<file path="config.mk">
export PLATFORM = sky130hd
export DESIGN_NAME = input_vc_unit
export DESIGN_NICKNAME = d
export VERILOG_FILES = /design/src/rtl/input_vc_unit.sv
export SDC_FILE = /design/constraint.sdc
export NUM_CORES = 1
export LEC_CHECK = 0
export ABC_AREA = 0
export BUFFER_PORTS_ARGS = -buffer_cell sky130_fd_sc_hd__buf_2
export CAP_MARGIN = 10
export CELL_PAD_IN_SITES_DETAIL_PLACEMENT = 0
export CELL_PAD_IN_SITES_GLOBAL_PLACEMENT = 1
export CORE_MARGIN = 1.5
export CORE_UTILIZATION = 35
export CTS_BUF_LIST = sky130_fd_sc_hd__clkbuf_4
export DETAILED_ROUTE_END_ITERATION = 8
export PLACE_DENSITY_LB_ADDON = 0.1
export RECOVER_POWER = 25
export SLEW_MARGIN = 20
export SYNTH_ARGS = -nofsm -noshare
export SYNTH_HDL_FRONTEND = slang
export SYNTH_SLANG_ARGS = --single-unit
</file>
<file path="constraint.sdc">
create_clock -name clk -period 2.55 [get_ports clk]
set_input_delay 0.6375 -clock clk [delete_from_list [all_inputs] [get_ports clk]]
set_output_delay 0.6375 -clock clk [all_outputs]
set_load 0.01 [all_outputs]
</file>
<file path="src/rtl/input_vc_unit.sv">
`default_nettype none
// ============================================================================
//  Module   : input_vc_unit
//  Function : Per-input-port flit buffer and packet sequencer for one virtual
//             channel. Buffers incoming flits in a FIFO, requests an output VC
//             for each packet head, then requests the switch flit-by-flit
//             while downstream credits are available.
//  Options  : INPUT_VC_ERR_CHK_EN - when defined, err is a sticky flag set by
//             a push dropped on a full FIFO or by a non-HEAD flit discarded
//             while idle. When undefined, err is tied low.
//  Revision : 1.0 - initial release
// ============================================================================
module input_vc_unit #(
    parameter int DATA_WIDTH  = 32,
    parameter int DEPTH       = 4,
    parameter int OUT_CREDITS = 4
) (
    input  logic                  clk,
    input  logic                  rstn,
    input  logic [DATA_WIDTH-1:0] in_flit_data,
    input  logic [1:0]            in_flit_type,
    input  logic                  in_valid,
    output logic                  credit_out,
    output logic                  vc_req,
    input  logic                  vc_grant,
    output logic                  sw_req,
    input  logic                  sw_grant,
    output logic [DATA_WIDTH-1:0] out_flit_data,
    output logic [1:0]            out_flit_type,
    output logic                  out_flit_fire,
    input  logic                  credit_in,
    output logic                  err
);

    // Flit type encodings shared with the rest of the router. Only HEAD and
    // TAIL need decoding here; BODY (2'b10) and the unused code 2'b00 are
    // both simply "not HEAD, not TAIL".
    localparam logic [1:0] FLIT_HEAD = 2'b01;
    localparam logic [1:0] FLIT_TAIL = 2'b11;

    localparam int PTR_W = $clog2(DEPTH);
    localparam int CNT_W = PTR_W + 1;
    localparam int CRD_W = $clog2(OUT_CREDITS + 1);

    localparam logic [CNT_W-1:0] FULL_CNT = CNT_W'(DEPTH);
    localparam logic [CRD_W-1:0] CRD_MAX  = CRD_W'(OUT_CREDITS);

    typedef enum logic [1:0] {
        ST_IDLE    = 2'd0,
        ST_VC_WAIT = 2'd1,
        ST_ACTIVE  = 2'd2
    } state_t;

    state_t                  state;
    logic [DATA_WIDTH+1:0]   mem [DEPTH];
    logic [PTR_W-1:0]        wr_ptr;
    logic [PTR_W-1:0]        rd_ptr;
    logic [CNT_W-1:0]        count;
    logic [CRD_W-1:0]        credit_cnt;

    logic                    not_empty;
    logic                    head_is_head;
    logic                    head_is_tail;
    logic                    discard;
    logic                    pop;
    logic                    push;

    // ------------------------------------------------------------------
    // Head-of-FIFO view and control decode
    // ------------------------------------------------------------------
    assign not_empty                      = (count != '0);
    assign {out_flit_type, out_flit_data} = mem[rd_ptr];
    assign head_is_head                   = (out_flit_type == FLIT_HEAD);
    assign head_is_tail                   = (out_flit_type == FLIT_TAIL);

    // A stray non-HEAD flit at the head while idle can never be routed, so
    // it is dropped to keep the FIFO from deadlocking behind it.
    assign discard       = (state == ST_IDLE) && not_empty && !head_is_head;

    assign vc_req        = (state == ST_VC_WAIT);
    assign sw_req        = (state == ST_ACTIVE) && not_empty && (credit_cnt != '0);
    assign out_flit_fire = sw_req && sw_grant;

    assign pop           = out_flit_fire || discard;
    // A full FIFO can still accept a flit in a cycle where one leaves.
    assign push          = in_valid && ((count != FULL_CNT) || pop);

    // FIFO storage write; contents need no reset since count gates validity
    always_ff @(posedge clk) begin
        if (push) begin
            mem[wr_ptr] <= {in_flit_type, in_flit_data};
        end
    end

    // FIFO pointers and occupancy
    always_ff @(posedge clk or negedge rstn) begin
        if (!rstn) begin
            wr_ptr <= '0;
            rd_ptr <= '0;
            count  <= '0;
        end else begin
            if (push) begin
                wr_ptr <= wr_ptr + PTR_W'(1);
            end
            if (pop) begin
                rd_ptr <= rd_ptr + PTR_W'(1);
            end
            case ({push, pop})
                2'b10:   count <= count + CNT_W'(1);
                2'b01:   count <= count - CNT_W'(1);
                default: count <= count;
            endcase
        end
    end

    // Packet sequencer: wait for a head, win an output VC, stream to the tail
    always_ff @(posedge clk or negedge rstn) begin
        if (!rstn) begin
            state <= ST_IDLE;
        end else begin
            case (state)
                ST_IDLE: begin
                    if (not_empty && head_is_head) begin
                        state <= ST_VC_WAIT;
                    end
                end
                ST_VC_WAIT: begin
                    if (vc_grant) begin
                        state <= ST_ACTIVE;
                    end
                end
                ST_ACTIVE: begin
                    if (out_flit_fire && head_is_tail) begin
                        state <= ST_IDLE;
                    end
                end
                default: state <= ST_IDLE;
            endcase
        end
    end

    // Downstream credit counter; saturates at the downstream buffer depth
    always_ff @(posedge clk or negedge rstn) begin
        if (!rstn) begin
            credit_cnt <= CRD_MAX;
        end else begin
            if (out_flit_fire && !credit_in) begin
                credit_cnt <= credit_cnt - CRD_W'(1);
            end else if (credit_in && !out_flit_fire && (credit_cnt != CRD_MAX)) begin
                credit_cnt <= credit_cnt + CRD_W'(1);
            end
        end
    end

    // Upstream credit return: one pulse per freed slot, including discards
    always_ff @(posedge clk or negedge rstn) begin
        if (!rstn) begin
            credit_out <= 1'b0;
        end else begin
            credit_out <= pop;
        end
    end

`ifdef INPUT_VC_ERR_CHK_EN
    logic drop;
    assign drop = in_valid && !push;

    // Sticky protocol error: overflow drop or stray non-HEAD flit
    always_ff @(posedge clk or negedge rstn) begin
        if (!rstn) begin
            err <= 1'b0;
        end else if (drop || discard) begin
            err <= 1'b1;
        end
    end
`else
    assign err = 1'b0;
`endif

endmodule
`default_nettype wire

</file>
# [After elaboration in Yosys (flattened, before gate mapping)]
# Memories as Yosys holds them, arrays and structs flattened.
# Index checks and enable logic that the tools add are counted.
[word_totals] elab_cells=55 in_bits=40 reg_bits=13 n_memories=1 ramBits=136
[memory_table] memory="mem" words=4 word_bits=34 read_ports=1 rd_clocked_by_memory_dff=0 write_ports=1 line_no="55" source="logic [DATA_WIDTH+1:0] mem [DEPTH];"
[op_classes] n_addsub=6 reduce_logical=22 n_eq_ne=11 mux=9
[ops] operator="logical AND 1 bit" n=11
[ops] operator="adder 3 x 1 -> 3 bit (second input constant)" n=2
[ops] operator="equality test 2 x 1 -> 1 bit (second input constant)" n=3
[ops] operator="equality test 2 bit (second input constant)" n=3
[ops] operator="two-way mux 2 bit" n=3
[ops] operator="two-way mux 3 bit" n=2
[ops] operator="!= test 2 x 1 -> 1 bit (second input constant)" n=3
[ops] operator="!= test 3 bit (second input constant)" n=2
[ops] operator="one-hot mux 2 bit (3 select lines)" n=1
[ops] operator="one-hot mux 3 bit (2 select lines)" n=1
[ops] operator="nonzero test 3 bit" n=2
[ops] operator="subtractor 3 x 1 -> 3 bit (second input constant)" n=2
[ops] operator="adder 2 x 1 -> 2 bit (second input constant)" n=2
[ops] operator="nonzero test 2 bit" n=2
[ops] operator="logical NOT 1 bit" n=3
[ops] operator="AND reduction 3 bit" n=1
[ops] operator="logical NOT 2 bit" n=1
[ops] operator="logical OR 1 bit" n=2
[ops] operator="two-way mux 1 bit" n=2

# [Depth between registers and ports, before layout]
[logic_depth] word_depth=9 ltp_mapped=12

# [Least setup slack after synthesis]
# No wires, ideal clock.
[synth_timing] path_type="register to register" startpoint="register rd_ptr[0]" endpoint="memory mem[2][0] (netlist name) (enable)" t_arrival_ns=2.386 path_slack_ns=-0.230 path_buffers=1 stages_incl_launch_ff=6 cell_sequence="dfrtp_1 mux4_2 nor2b_4 buf_6 o221ai_2 and2_1"
[synth_via] elab_chain_cells=9
[synth_lines] item="from (decl)" line_no="57" source="logic [PTR_W-1:0] rd_ptr;"
[synth_lines] item="from (signal assigned)" line_no="106" source="rd_ptr <= rd_ptr + PTR_W'(1);"
[synth_lines] item="memory read (4 x 34 bit)"
[synth_lines] item="via out_flit_type[0]" line_no="29" source="output logic [1:0] out_flit_type,"
[synth_lines] item="equality test 2 x 1 -> 1 bit" line_no="73" source="assign head_is_head = (out_flit_type == FLIT_HEAD);"
[synth_lines] item="logical NOT 1 bit" line_no="78" source="assign discard = (state == ST_IDLE) && not_empty && !head_is_head;"
[synth_lines] item="logical AND 1 bit" line_no="78"
[synth_lines] item="logical OR 1 bit" line_no="84" source="assign pop = out_flit_fire || discard;"
[synth_lines] item="logical OR 1 bit" line_no="86" source="assign push = in_valid && ((count != FULL_CNT) || pop);"
[synth_lines] item="logical AND 1 bit" line_no="86"
[synth_lines] item="two-way mux 1 bit" line_no="90" source="if (push) begin"
[synth_lines] item="two-way mux 1 bit (not written as such)" line_no="91" source="mem[wr_ptr] <= {in_flit_type, in_flit_data};"
[synth_lines] item="to (decl)" line_no="55"
# The timed path passes the listed nets, and every way through them passes these cells.

# [Final worst setup path]
[layout_timing] startpoint="register rd_ptr[0]" endpoint="output out_flit_data[12]"
[layout_via] elab_chain_cells=1
[layout_lines] item="memory read (4 x 34 bit)"
[layout_lines] item="to (decl)" line_no="28" source="output logic [DATA_WIDTH-1:0] out_flit_data,"
# No other way between the ends.

==> results.md <==
* Outcome: complete, but fails checks
* Failing checks: negative setup slack
* Tcrit/Tclk final at 102.3%
* DR vias at 3082
* EDFF count, synth at approximately 140
* CORE AREA at 16470 µm²
* Sequential Power Share at roughly 40%
* Sw power at between 3000 and 4000 µW
* Post-synthesis sequential area ratio at between 70 and 80%
* Detailed-router iteration count before antenna repair at 4
* Hpwl dp at 7114 µm
* Hold Path Class: primary input to register
* CP max FO at 8
* Starting Density at 35.61%
* Internal power at slightly above 6000 µW
* Number of vias per cell at 4.816
* CP Capture Type: primary output
* Combinational fraction of design power at ~44%
* Wire per inst at around 19 µm
* Main synth FF type: edfxtp_1
* Final number of setup-violating endpoints at 33
* Top area cells in the synthesized netlist: edfxtp_1 70%, mux4_2 13%, dfrtp_1 5.1%
* Die Wd at 132.4 µm
* FP Rows at 47
* Max-cap violation count at 0
* Clock skew at roughly 0.016 ns
* Largest net degree at the start of global routing at 31
* Post-Syn Area at about 5900 µm²
* DRC errors left at 0
* CTS H-Tree Depth at 4
* IO buf count at just under 80
* Fmax at around 380 MHz
* Synth area leader: edfxtp_1
* Min Clock Period, post-route at around 2.6 ns
* Global-route wire length before repair at about 18000 µm
* Placed cell area at roughly 6700 µm²
* RSZ-0062 raised after global routing: true
* GRT overflow at 0
* Fin nets at 452
* Startpoint class of the critical path: register
* Final wirelength at between 10000 and 15000 µm
* Slew Viols, Final at 0
* Worst-Skew Late Latency at 0.54 ns
* FFs w/ async S/R, synth at under 10%
* Overall Power at around 9300 µW
* Clock tree sinks at 149
* Leak at approximately 0.0026 µW
* Synth cell count leaders: 136 x edfxtp_1, 34 x mux4_2, 12 x dfrtp_1, 11 x inv_1
* Setup ws final at -0.05760 ns
* Die ar. at 17540 µm²
* Hold Violations, Final at 0
* Power per cell area at 1269 nW/µm²
* Cells after synthesis at 287
* Worst Path Arrival at 1.97 ns
* Clock-pin slew on the worst setup and hold paths at ~0.14 ns
* Internal reg-to-reg setup slack at -0.05 ns
* Total GRT Usage at 14.62%
* Pre-CTS setup slack at 0.06622 ns
* Library cells used by synthesis at 44
* Most common cell in the netlist: edfxtp_1
* Share of the synthesized area in the top cell type at between 60 and 70%
* Area occupied by multi-input gates at roughly 1400 µm²
* Hold WS at roughly 0.30 ns
* P&R area growth vs syn at 24.63%
* IO Count at 79
* Final instance area at around 7300 µm²
* Clock Power Share at 16.0%
* Switching share of power at approximately a third
* Die H at about 130 µm
* CTS Buf Count at 17
* Worst vdd ir at 0.0005689 V
* Gp weighted congestion at 0.7377
* Syn nets at between 300 and 400
* Filler Cells Inserted at between 1000 and 1500
* Antenna viol nets, final at 0
* Antenna violations before repair at 2
* Register area at 4413 µm²
* Avg Synthesized Cell Area at about 20 µm²
* Required @ worst endpoint at about 1.9 ns
* Share of cells above drive strength 1 at 40.43%
* Syn. warnings at 0
* Iteration-0 DRC count of the detailed router at 150
* Root Driver: clkbuf_4
* Maximum buffer depth of the clock tree at 2
* Vias in the first global route at around 3200
* Type of the worst setup path: register to primary output
* CTS tree: done
* FF+latch count, synth at between 100 and 150
-- power by group through the flow --
| stage | Sequential [µW] | Combinational, µW | Clock (µW) |
|---|---|---|---|
| global route | 3770 | 4450 | 1650 |
| global placement | 3750 | 3480 | 0 |
| CTS | 3710 | 3940 | 1540 |
| detailed placement | 3780 | 3470 | 0 |
| finish | 3700 | 4090 | 1480 |
| floorplan | 3700 | 2130 | 0 |
-- kinds of logic (layout without fill, tap and decap cells) --
logic type / after synthesis / after routing / share of synthesized area, %
other: 1 / 3 / 0.06396
buffers and inverters: 26 / 157 / 1.963
DFF: 149 / 149 / 75.22
and+or+nand+nor: 40 / 40 / 3.969
AOI/OAI and AO/OA: 23 / 23 / 2.881
adders and majority gates: 7 / 7 / 1.750
muxes: 36 / 36 / 13.40
xor gates and xnor gates: 5 / 5 / 0.7470
-- per-stage QoR --
step | std cells | TNS [ns] | utilization (%)
2_1_floorplan | 287 | 0 | -
3_3_place_gp | 590 | 0 | 40.79
3_5_place_dp | 590 | 0 | 40.79
5_1_grt | 640 | -5.946 | 44.38
4_1_cts | 635 | -4.175 | 43.93
6_report | 640 | -1.067 | 44.38
-- layer usage --
metal / global-route usage, % / share of wire [%] / vias up
met1: 17.34 / 42 / 1607
li1: - / - / 1404
met4: 4.762 / 0.96 / 0
met3: 5.326 / 5.2 / 9
met5: 0 / 0 / -
met2: 24.84 / 51 / 62
-- path summary, 6_finish.rpt --
| kind | cells after the start | start | end |
|---|---|---|---|
| worst max-delay path | 4 | rd_ptr[0] | out_flit_data[12] |
| worst min-delay path | 1 | in_flit_data[7] | mem[0][7] |
| worst max register to register | 11 | rd_ptr[0] | count[2] |
| worst min register to register | 1 | state[1] | state[0] |
| max in group asynchronous | 2 | rstn | credit_cnt[2] |
| min in group asynchronous | 2 | rstn | credit_cnt[1] |
-- critical path, cell delays in order (launching register included) --
cell,delay [ns]
dfrtp_2,0.45
buf_4,0.14
buf_12,0.14
mux4_2,0.54
buf_2,0.16
-- registers in the layout (all words and copies together) (netlist names) --
register / count
wr_ptr: 2
state: 2
count: 3
credit_out: 1
mem: 136
credit_cnt: 3
rd_ptr: 2
-- timing repair --
action,4_1_cts,5_1_grt
setup endpoints to repair,34,82
hold buffers,1,0
hold endpoints to repair,12,0
cloned,3,0
pin swaps,4,4
setup buffers,9,7
gates resized for setup,17,24
-- layout by cell type, fill, tap and decap left out, types with 3 or more instances in the layout --
cell type	n
edfxtp_1	136
buf_2	36
mux4_2	34
clkbuf_1	25
buf_6	20
buf_4	19
clkbuf_4	17
inv_1	10
dfrtp_1	10
buf_12	9
nand3_1	6
nor2_1	6
nand2_1	5
a21oi_1	5
inv_8	5
nor2b_1	4
and3_1	4
ha_1	4
inv_2	3
and2_4	3
xnor2_1	3
a221oi_1	3
clkinv_4	3
-- cell type report --
cell class / instances / area share [%]
clock buffers: 17 / 1.747
repair buffers: 112 / 12.14
diodes: 2 / 0.06849
well taps: 220 / 3.767
flip-flops and latches: 149 / 60.39
multi-input cells: 112 / 18.96
clock inverters: 15 / 2.260
inverters: 13 / 0.6678
(Power assumes the default switching activity.)
